===== config.mk =====
export PLATFORM = sky130hd
export DESIGN_NAME = num_conv_sched_flat
export DESIGN_NICKNAME = d
export VERILOG_FILES = /design/src/rtl/num_conv_sched_if.sv /design/src/rtl/num_conv_sched.sv /design/src/flat_wrapper.sv
export SDC_FILE = /design/constraint.sdc
export NUM_CORES = 1
export LEC_CHECK = 0
export CORE_UTILIZATION = 56
export DETAILED_ROUTE_END_ITERATION = 6
export PLACE_DENSITY_LB_ADDON = 0.3
export RECOVER_POWER = 25
export SLEW_MARGIN = 15
export SYNTH_ARGS = -nofsm -noshare
export SYNTH_HDL_FRONTEND = slang
export SYNTH_SLANG_ARGS = --single-unit

===== constraint.sdc =====
create_clock -name clk -period 5.4 [get_ports clk]
set_input_delay 0.54 -clock clk [delete_from_list [all_inputs] [get_ports clk]]
set_output_delay 0.54 -clock clk [all_outputs]
set_load 0.02 [all_outputs]

===== src/rtl/num_conv_sched_if.sv =====
// Request/result bus for num_conv_sched.
// master: requesters plus result consumer. slave: the conversion engine.
interface num_conv_sched_if #(
  parameter int unsigned NREQ = 4,
  parameter int unsigned IDW  = 2
);
  logic [NREQ-1:0]   req_valid;
  logic [NREQ-1:0]   req_ready;
  logic [NREQ*8-1:0] req_data;
  logic [NREQ*3-1:0] req_fmt;
  logic [NREQ-1:0]   req_sign;
  logic              out_valid;
  logic              out_ready;
  logic [11:0]       out_data;
  logic [IDW-1:0]    out_id;
  logic              out_err;

  modport master (
    output req_valid, req_data, req_fmt, req_sign, out_ready,
    input  req_ready, out_valid, out_data, out_id, out_err
  );

  modport slave (
    input  req_valid, req_data, req_fmt, req_sign, out_ready,
    output req_ready, out_valid, out_data, out_id, out_err
  );
endinterface


===== src/rtl/num_conv_sched.sv =====
// Round-robin arbitrated number-format conversion engine.
// Formats: sign-magnitude, one's/two's complement, BCD (serial double-dabble)
// and excess-3 BCD. One conversion in flight; result held until consumed.
// Optional macro NUM_CONV_STATS_EN adds handshake/error counters.
module num_conv_sched #(
  parameter int unsigned NREQ = 4,
  parameter int unsigned IDW  = 2
) (
  input  logic              clk,
  input  logic              rst_n,
  num_conv_sched_if.slave   bus,
  output logic              busy
`ifdef NUM_CONV_STATS_EN
  ,
  output logic [15:0]       conv_count,
  output logic [7:0]        err_count
`endif
);

  typedef enum logic [1:0] {StIdle, StShift, StAdj, StDone} state_e;

  state_e         state_q;
  logic [IDW-1:0] ptr_q;
  logic [19:0]    sr_q;        // {bcd[11:0], binary[7:0]}
  logic [2:0]     cnt_q;
  logic           adj_q;
  logic           out_valid_q;
  logic [11:0]    out_data_q;
  logic [IDW-1:0] out_id_q;
  logic           out_err_q;

  logic           found;
  logic [IDW-1:0] win;
  logic [NREQ-1:0] gnt;
  logic [7:0]     win_data;
  logic [2:0]     win_fmt;
  logic           win_sign;
  logic [IDW-1:0] ptr_next;
  logic [19:0]    dd_next;

  // One double-dabble iteration: correct digits >= 5, then shift in next bit.
  function automatic logic [19:0] dd_step(logic [19:0] s);
    logic [19:0] t;
    t = s;
    for (int d = 0; d < 3; d++) begin
      if (t[8+4*d +: 4] >= 4'd5) t[8+4*d +: 4] = t[8+4*d +: 4] + 4'd3;
    end
    return {t[18:0], 1'b0};
  endfunction

  // Single-cycle formats; anything else yields zero.
  function automatic logic [11:0] simple_conv(logic [2:0] f, logic [7:0] n, logic s);
    logic [11:0] r;
    case (f)
      3'b000:  r = {4'b0, s, n[6:0]};
      3'b001:  r = {4'b0, ~n};
      3'b010:  r = {4'b0, 8'(~n + 8'd1)};
      default: r = '0;
    endcase
    return r;
  endfunction

  // Round-robin search starting at the pointer, wrapping modulo NREQ.
  always_comb begin
    int unsigned idx;
    found = 1'b0;
    win   = '0;
    idx   = 0;
    for (int unsigned k = 0; k < NREQ; k++) begin
      idx = (32'(ptr_q) + k) % NREQ;
      if (!found && bus.req_valid[idx]) begin
        found = 1'b1;
        win   = IDW'(idx);
      end
    end
  end

  // Grant is one-hot and only offered while idle.
  always_comb begin
    gnt = '0;
    if (state_q == StIdle && found) gnt[win] = 1'b1;
  end

  assign bus.req_ready = gnt;
  assign win_data      = bus.req_data[32'(win)*8 +: 8];
  assign win_fmt       = bus.req_fmt[32'(win)*3 +: 3];
  assign win_sign      = bus.req_sign[win];
  assign ptr_next      = (win == IDW'(NREQ - 1)) ? '0 : win + 1'b1;
  assign dd_next       = dd_step(sr_q);

  // Control FSM with registered result outputs.
  always_ff @(posedge clk or negedge rst_n) begin
    if (!rst_n) begin
      state_q     <= StIdle;
      ptr_q       <= '0;
      sr_q        <= '0;
      cnt_q       <= '0;
      adj_q       <= 1'b0;
      out_valid_q <= 1'b0;
      out_data_q  <= '0;
      out_id_q    <= '0;
      out_err_q   <= 1'b0;
    end else begin
      unique case (state_q)
        StIdle: begin
          if (found) begin
            ptr_q     <= ptr_next;
            out_id_q  <= win;
            out_err_q <= (win_fmt > 3'b100);
            if (win_fmt == 3'b011 || win_fmt == 3'b100) begin
              sr_q    <= {12'b0, win_data};
              cnt_q   <= '0;
              adj_q   <= (win_fmt == 3'b100);
              state_q <= StShift;
            end else begin
              out_data_q  <= simple_conv(win_fmt, win_data, win_sign);
              out_valid_q <= 1'b1;
              state_q     <= StDone;
            end
          end
        end
        StShift: begin
          sr_q  <= dd_next;
          cnt_q <= cnt_q + 3'd1;
          if (cnt_q == 3'd7) begin
            if (adj_q) begin
              state_q <= StAdj;
            end else begin
              out_data_q  <= dd_next[19:8];
              out_valid_q <= 1'b1;
              state_q     <= StDone;
            end
          end
        end
        StAdj: begin
          // Digits are <= 9, so +3 never carries between nibbles.
          out_data_q  <= {sr_q[19:16] + 4'd3, sr_q[15:12] + 4'd3, sr_q[11:8] + 4'd3};
          out_valid_q <= 1'b1;
          state_q     <= StDone;
        end
        StDone: begin
          if (bus.out_ready) begin
            out_valid_q <= 1'b0;
            state_q     <= StIdle;
          end
        end
        default: state_q <= StIdle;
      endcase
    end
  end

  assign bus.out_valid = out_valid_q;
  assign bus.out_data  = out_data_q;
  assign bus.out_id    = out_id_q;
  assign bus.out_err   = out_err_q;
  assign busy          = (state_q != StIdle);

`ifdef NUM_CONV_STATS_EN
  logic [15:0] conv_count_q;
  logic [7:0]  err_count_q;

  // Saturating counters of completed output handshakes.
  always_ff @(posedge clk or negedge rst_n) begin
    if (!rst_n) begin
      conv_count_q <= '0;
      err_count_q  <= '0;
    end else if (out_valid_q && bus.out_ready) begin
      if (conv_count_q != 16'hFFFF) conv_count_q <= conv_count_q + 16'd1;
      if (out_err_q && err_count_q != 8'hFF) err_count_q <= err_count_q + 8'd1;
    end
  end

  assign conv_count = conv_count_q;
  assign err_count  = err_count_q;
`endif

endmodule


===== src/flat_wrapper.sv =====
// flat-port wrapper written by rule: the top's interface ports become plain ports
module num_conv_sched_flat 
#(
  parameter int unsigned NREQ = 4,
  parameter int unsigned IDW  = 2
)
  (clk, rst_n, busy, bus_req_valid, bus_req_data, bus_req_fmt, bus_req_sign, bus_out_ready, bus_req_ready, bus_out_valid, bus_out_data, bus_out_id, bus_out_err);
  num_conv_sched_if #(.NREQ(NREQ), .IDW(IDW)) bus_i ();
  input  logic clk;
  input  logic rst_n;
  output logic busy;
  input wire logic [$bits(bus_i.req_valid)-1:0] bus_req_valid;
  input wire logic [$bits(bus_i.req_data)-1:0] bus_req_data;
  input wire logic [$bits(bus_i.req_fmt)-1:0] bus_req_fmt;
  input wire logic [$bits(bus_i.req_sign)-1:0] bus_req_sign;
  input wire logic [$bits(bus_i.out_ready)-1:0] bus_out_ready;
  output wire logic [$bits(bus_i.req_ready)-1:0] bus_req_ready;
  output wire logic [$bits(bus_i.out_valid)-1:0] bus_out_valid;
  output wire logic [$bits(bus_i.out_data)-1:0] bus_out_data;
  output wire logic [$bits(bus_i.out_id)-1:0] bus_out_id;
  output wire logic [$bits(bus_i.out_err)-1:0] bus_out_err;
  assign bus_i.req_valid = bus_req_valid;
  assign bus_i.req_data = bus_req_data;
  assign bus_i.req_fmt = bus_req_fmt;
  assign bus_i.req_sign = bus_req_sign;
  assign bus_i.out_ready = bus_out_ready;
  assign bus_req_ready = bus_i.req_ready;
  assign bus_out_valid = bus_i.out_valid;
  assign bus_out_data = bus_i.out_data;
  assign bus_out_id = bus_i.out_id;
  assign bus_out_err = bus_i.out_err;
  num_conv_sched #(.NREQ(NREQ), .IDW(IDW)) u_core (.clk(clk), .rst_n(rst_n), .bus(bus_i), .busy(busy));
endmodule

## Yosys cells after proc, flatten, opt, wreduce, memory -nomap -nowiden

Index checks and enable logic that the tools add are counted.

| word-level totals | value |
|---|---|
| register bits after elaboration | 44 |
| output and inout bits | 21 |

| cells by class | value |
|---|---|
| $add $sub $neg | 9 |
| $mul | 1 |
| $lt $le $gt $ge | 10 |
| equal/unequal tests | 15 |
| shifts and indexed selects | 2 |
| multiplexer cells | 49 |
| bitwise gates (word level) | 1 |
| reductions and logical operators | 20 |

Operator list:

| cell | number |
|---|---|
| 12-bit 2-to-1 mux | 4 |
| 20-bit 2-to-1 mux | 2 |
| 20-bit case mux with 2 select lines | 1 |
| 12-bit case mux with 3 select lines | 1 |
| 32-bit by 6-bit variable part select with 8-bit output | 1 |
| 8-bit case mux with 3 select lines | 1 |
| 2-bit 2-to-1 mux | 9 |
| 1-bit 2-to-1 mux | 16 |
| 2-bit by 3-bit < comparator with 1-bit output, second input constant | 5 |
| 4-bit by 2-bit adder with 4-bit output, second input constant | 3 |
| 4-bit by 3-bit greater-or-equal comparator with 1-bit output, second input constant | 3 |
| 4-bit 2-to-1 mux | 3 |
| 12-bit by 5-bit variable part select with 3-bit output | 1 |
| 1-bit binary-select mux with 2-bit select | 5 |
| 5-bit AND reduction | 2 |
| 3-bit 2-to-1 mux | 3 |
| 3-bit AND reduction | 3 |
| 8-bit by 1-bit adder with 8-bit output, second input constant | 1 |
| 2-bit != test, second input constant | 4 |
| 8-bit NOT | 1 |
| 2-bit case mux with 4 select lines | 1 |
| 2-bit equality test, second input constant | 3 |
| 3-bit by 2-bit equality test with 1-bit output, second input constant | 2 |
| 3-bit equality test, second input constant | 2 |
| other kinds (20) | 30 |

## Longest topological paths before layout

| logic depth | value |
|---|---|
| word-level depth | 19 |
| gate-level depth with buffers | 12 |
| depth with buffers taken out | 11 |

## Least setup slack after synthesis

Ideal clock, no wire load.

| timing | value |
|---|---|
| kind | input -> register |
| start | in bus_req_valid[2] |
| end | reg u_core.cnt_q[0] |
| library setup time | 0.125 ns |
| data arrival time | 2.533 ns |
| required time | 5.275 ns |
| path slack | 2.742 ns |
| stages on the path | 10 |
| cell sequence | nor2b_1 -> a221oi_2 -> buf_4 -> o21ai_1 -> nand3_1 -> o211ai_2 -> o22a_4 -> o22ai_4 -> buf_6 -> mux2_4 |

| between the ends | value |
|---|---|
| cells in the longest elaborated chain, start to end | 18 |
| elaborated cells between the ends (all ways) | 30 |

Ends and longest elaborated chain:

| item | line | text |
|---|---|---|
| start, declared | flat_wrapper.sv:12 | `input wire logic [$bits(bus_i.req_valid)-1:0] bus_req_valid;` |
| 1-bit binary-select mux with 2-bit select | num_conv_sched.sv:71 | `if (!found && bus.req_valid[idx]) begin` |
| 1-bit 2-to-1 mux (not written as such) | num_conv_sched.sv:71 |  |
| 1-bit 2-to-1 mux | num_conv_sched.sv:71 |  |
| 1-bit zero test | num_conv_sched.sv:71 |  |
| 1-bit logical AND | num_conv_sched.sv:71 |  |
| 1-bit 2-to-1 mux | num_conv_sched.sv:71 |  |
| 1-bit zero test | num_conv_sched.sv:71 |  |
| 1-bit logical AND | num_conv_sched.sv:71 |  |
| (+2 left out) | -- |  |
| 1-bit logical AND | num_conv_sched.sv:71 |  |
| 2-bit 2-to-1 mux | num_conv_sched.sv:71 |  |
| 2-bit by 2-bit multiplier with 4-bit output | num_conv_sched.sv:86 | `assign win_fmt = bus.req_fmt[32'(win)*3 +: 3];` |
| 12-bit by 5-bit variable part select with 3-bit output | num_conv_sched.sv:86 |  |
| 3-bit by 2-bit equality test with 1-bit output / 3-bit equality test (equally long branches) | num_conv_sched.sv:110 | `if (win_fmt == 3'b011 \|\| win_fmt == 3'b100) begin` |
| 1-bit logical OR | num_conv_sched.sv:110 |  |
| 2-bit != test (no line) | -- |  |
| 3-bit AND reduction (no line) * | -- |  |
| end signal, assigned | num_conv_sched.sv:124 | `cnt_q <= cnt_q + 3'd1;` |
| end, declared | num_conv_sched.sv:25 | `logic [2:0] cnt_q;` |

Every way passes the cells marked *; elsewhere a longest branch is shown, timed or not. The select of a mux whose other input is x is not followed.
A chain may end at the register's enable or synchronous reset.

## Worst setup path after layout

| timing | value |
|---|---|
| start | in bus_req_valid[2] |
| end | out bus_req_ready[1] |

| between the ends | value |
|---|---|
| cells in the longest elaborated chain, start to end | 17 |
| elaborated cells between the ends (all ways) | 29 |

Ends and longest elaborated chain:

| item | line | text |
|---|---|---|
| 1-bit binary-select mux with 2-bit select | num_conv_sched.sv:71 |  |
| 1-bit 2-to-1 mux (not written as such) | num_conv_sched.sv:71 |  |
| 1-bit 2-to-1 mux | num_conv_sched.sv:71 |  |
| 1-bit zero test | num_conv_sched.sv:71 |  |
| 1-bit logical AND | num_conv_sched.sv:71 |  |
| 1-bit 2-to-1 mux | num_conv_sched.sv:71 |  |
| 1-bit zero test | num_conv_sched.sv:71 |  |
| 1-bit logical AND | num_conv_sched.sv:71 |  |
| (+2 left out) | -- |  |
| 1-bit logical AND | num_conv_sched.sv:71 |  |
| 2-bit 2-to-1 mux * | num_conv_sched.sv:71 |  |
| net u_core.win[1] | num_conv_sched.sv:33 | `logic [IDW-1:0] win;` |
| 2-bit by 3-bit < comparator with 1-bit output (not written as such) / 2-bit by 1-bit greater-or-equal comparator with 1-bit output (equally long branches) | num_conv_sched.sv:81 | `if (state_q == StIdle && found) gnt[win] = 1'b1;` |
| 1-bit logical AND (not written as such) | num_conv_sched.sv:81 |  |
| 1-bit 2-to-1 mux (not written as such) | num_conv_sched.sv:81 |  |
| 1-bit demux with 2-bit select * | -- |  |
| 4-bit 2-to-1 mux * | num_conv_sched.sv:81 |  |
| end, declared | flat_wrapper.sv:17 | `output wire logic [$bits(bus_i.req_ready)-1:0] bus_req_ready;` |

The timed path passes the listed nets; every way through them passes the cells marked *. The select of a mux whose other input is x is not followed.

==> key figures <==
Outcome
  – Status: complete, but fails checks
  – Failing checks: capacitance limit, slew limit

Yosys
  – Top cell type's share of synthesized area: 29.89%
  – Post-synthesis sequential area ratio: 29.89%
  – Synth area leaders: dfrtp_1, ha_1, o21ai_0, mux2i_1, nand2_1
  – Commonest cells post-synth: dfrtp_1, o21ai_0, nand2_1
  – Unique masters post-synth: 63
  – Mapped Area: 3684 um2
  – Number of synthesized flops with an enable pin: 0
  – Avg Cell Area, Syn: 8.448 um2
  – Most frequent cell after synthesis: dfrtp_1
  – Dominant synthesized flop cell: dfrtp_1
  – Synth area leader: dfrtp_1
  – Post-synth ARST share: 100.0%
  – Synthesis Warnings: 0
  – Seq cells post-synth: 44
  – Post-Syn Instances: 436
  – Synth Net Count: 510

Clocking
  – Hold Buf Count CTS: 0
  – Clk buf depth: 2
  – Clock-pin slew on the worst setup and hold paths: 80 ps
  – Clk_lat worst skew: 310 ps
  – Clock Sinks: 44
  – CTS tree: built
  – CTS buffer count: 5
  – Post-CTS Setup Repair Bufs: 0
  – CTS H-tree depth: 2
  – Post-CTS sizing: 0
  – Root buffer cell: clkbuf_8

Power and ir drop
  – Seq pwr share: 21.9%
  – Clk pwr share: 8.8%
  – Worst vdd ir: 390.0 uV
  – Net Sw Frac: 49.98%
  – Leakage power: 1.871 nW
  – P_sw: 1.245 mW
  – Cell internal pwr: 1.246 mW
  – Comb pwr share: 69.3%
  – Pwr Density: 552.1 nW/um2

STA
  – Max-slew violation count: 45
  – Slew HR: -52.52%
  – Layout Skew: 15.57 ps
  – RSZ-0062 raised after global routing: false
  – Slew @ Worst Pin: 2288 ps
  – Fmax: 253.3 MHz
  – Final Hold Viols: 0
  – Setup violators final: 0
  – Tcrit/Tclk final: 73.12%
  – Min Tclk post-route: 3949 ps
  – Final WS setup: 1451 ps
  – Setup TNS Final: 0 ps

Worst setup path
  – Worst Path Required: 4860 ps
  – Crit path largest cell delay: 770 ps
  – CP bufs+invs: 3
  – Crit start category: primary input
  – CP arrival: 3410 ps
  – CP Cell Sequence: clkdlybuf4s50_1 > nor2b_1 > a221oi_2 > nor2_2 > inv_2 > ha_1 > and2_1 > clkdlybuf4s50_1
  – Origin of the worst setup path: bus_req_valid[2]
  – Crit path kind: primary input to primary output
  – CP top delay family: buffers and inverters
  – Crit path max fanout: 14
  – Most frequent CP cell: clkdlybuf4s50_1
  – Slowest stage cell, crit path: a221oi_2
  – Crit. End Element: primary output
  – Reg2Reg Launch Point: u_core.ptr_q[1]

Global route
  – Total GRT Usage: 30.05%
  – Initial antenna violation count: 0
  – Vias in the first global route: 3537
  – First-pass GRT wire length: 16930 um
  – Pin count of the biggest net entering global routing: 45
  – Total congestion overflow: 0

Placed design
  – GP Congestion: 0.9344
  – Cell Area, Placed: 4420 um2
  – Placed insts: 567
  – Pre-CTS setup slack: 1228 ps
  – Post-detail-place hpwl: 7670 um
  – Port buffer count: 75

Layout
  – Finished layout cell area: 4513 um2
  – Register area: 1101 um2
  – Post-Layout Cell Count: 575
  – Multi-input gate area: 2354 um2
  – Filler cell count in the final layout: 480
  – Share of layout cells above drive strength 1: 9.237%
  – ANT cells: 0
  – Area grow syn2layout: 22.52%
  – Layout Nets: 571

Route
  – DR WL/cell: 17.46 um
  – DRT iter0 DRCs: 222
  – Final ANT Viol Nets: 0
  – Vias per inst: 6.296
  – DRC Markers: 0
  – Drt total wl: 10040 um
  – Vias: 3620
  – Drt pass-1 iters: 5

Floorplan
  – Core area: 6350 um2
  – Initial core utilization: 58.01%
  – Die ar.: 6906 um2
  – Chip width: 83.11 um
  – Top-Level Pins: 76
  – Cell Rows: 29
  – Die Height: 83.11 um

Worst hold path
  – Worst Min Path Start: u_core.bus.out_id[1]
  – Class of the worst hold path: register to register

Flow run
  – Max_cap viols: 1
-- worst paths after layout --
path                                        endpoint  slack, ps  depth (start not counted)
worst max-delay path                bus_req_ready[1]       1450                          8
max in group asynchronous            u_core.sr_q[10]       3180                          1
worst min-delay path            u_core.bus.out_id[1]        480                          2
min in group asynchronous             u_core.sr_q[0]        900                          1
worst max register to register       u_core.sr_q[14]       1890                          9
worst min register to register  u_core.bus.out_id[1]        480                          2
-- stage by stage --
step | total power [mW] | utilization (%) | hold slack (ps)
5_1_grt | 2.673 | 71.07 | 506.2
2_1_floorplan | 1.797 | - | 244.4
4_1_cts | 2.471 | 71.09 | 415.1
3_5_place_dp | 2.247 | 69.62 | 473.0
6_report | 2.492 | 71.07 | 483.4
3_3_place_gp | 2.205 | 69.62 | 464.1
-- final cells by class --
class / count / share of cell area, %
inverters: 25 / 2.079
flip-flops and latches: 44 / 24.40
multi-input cells: 342 / 52.15
clock inverters: 1 / 0.1663
repair buffers: 79 / 17.16
well taps: 77 / 2.135
clock buffers: 7 / 1.913
-- flip-flops by register name, indices dropped and copies added (netlist names) --
signal / cells
u_core.cnt_q: 3
u_core.bus.out_id: 2
u_core.ptr_q: 2
u_core.adj_q: 1
u_core.sr_q: 20
u_core.state_q: 2
u_core.bus.out_valid: 1
u_core.bus.out_err: 1
u_core.bus.out_data: 12
-- cell usage in the layout, fill, tap and decap left out, types with 8 or more instances in the layout --
cell type         n
a211oi_1         13
a21oi_1          18
and3_1           19
clkdlybuf4s50_1  74
dfrtp_1          44
ha_1             19
inv_1            22
mux2_4            8
mux2i_1          15
nand2_1          40
nand3_1          29
nor2_1           18
o211ai_1         11
o21ai_0          41
o21ai_1           8
xnor2_1          10
-- power groups by stage --
stage	clock network, mW	registers, mW	logic (mW)
6_report	0.220	0.546	1.73
5_1_grt	0.234	0.562	1.88
4_1_cts	0.222	0.545	1.70
3_5_place_dp	0	0.551	1.70
3_3_place_gp	0	0.545	1.66
2_1_floorplan	0	0.581	1.22
-- logic make-up (layout without fill, tap and decap cells) --
group,count (synthesis),count (layout),synth area share [%]
compound gates,138,138,25.54
fa+ha+maj,19,19,6.454
flops,44,44,29.89
buf+inv,50,112,6.216
xor+xnor,10,10,2.378
simple gates,145,145,20.04
mux,30,30,9.477
-- worst min-delay path: cells and delay by family, from the launching register on --
family	cells	cell delay, ps
AO/OA/AOI/OAI	1	60
flip-flops	1	350
AND/OR/NAND/NOR	1	40
-- per-layer routing --
layer	GRT usage [%]	vias to the layer above	share of wire (%)
met2	47.54	159	46
met3	5.268	21	7.2
met4	8.464	0	1.6
met1	42.34	1711	45
li1	-	1729	-
met5	0	-	0
Power figures use the tool's default switching activity.
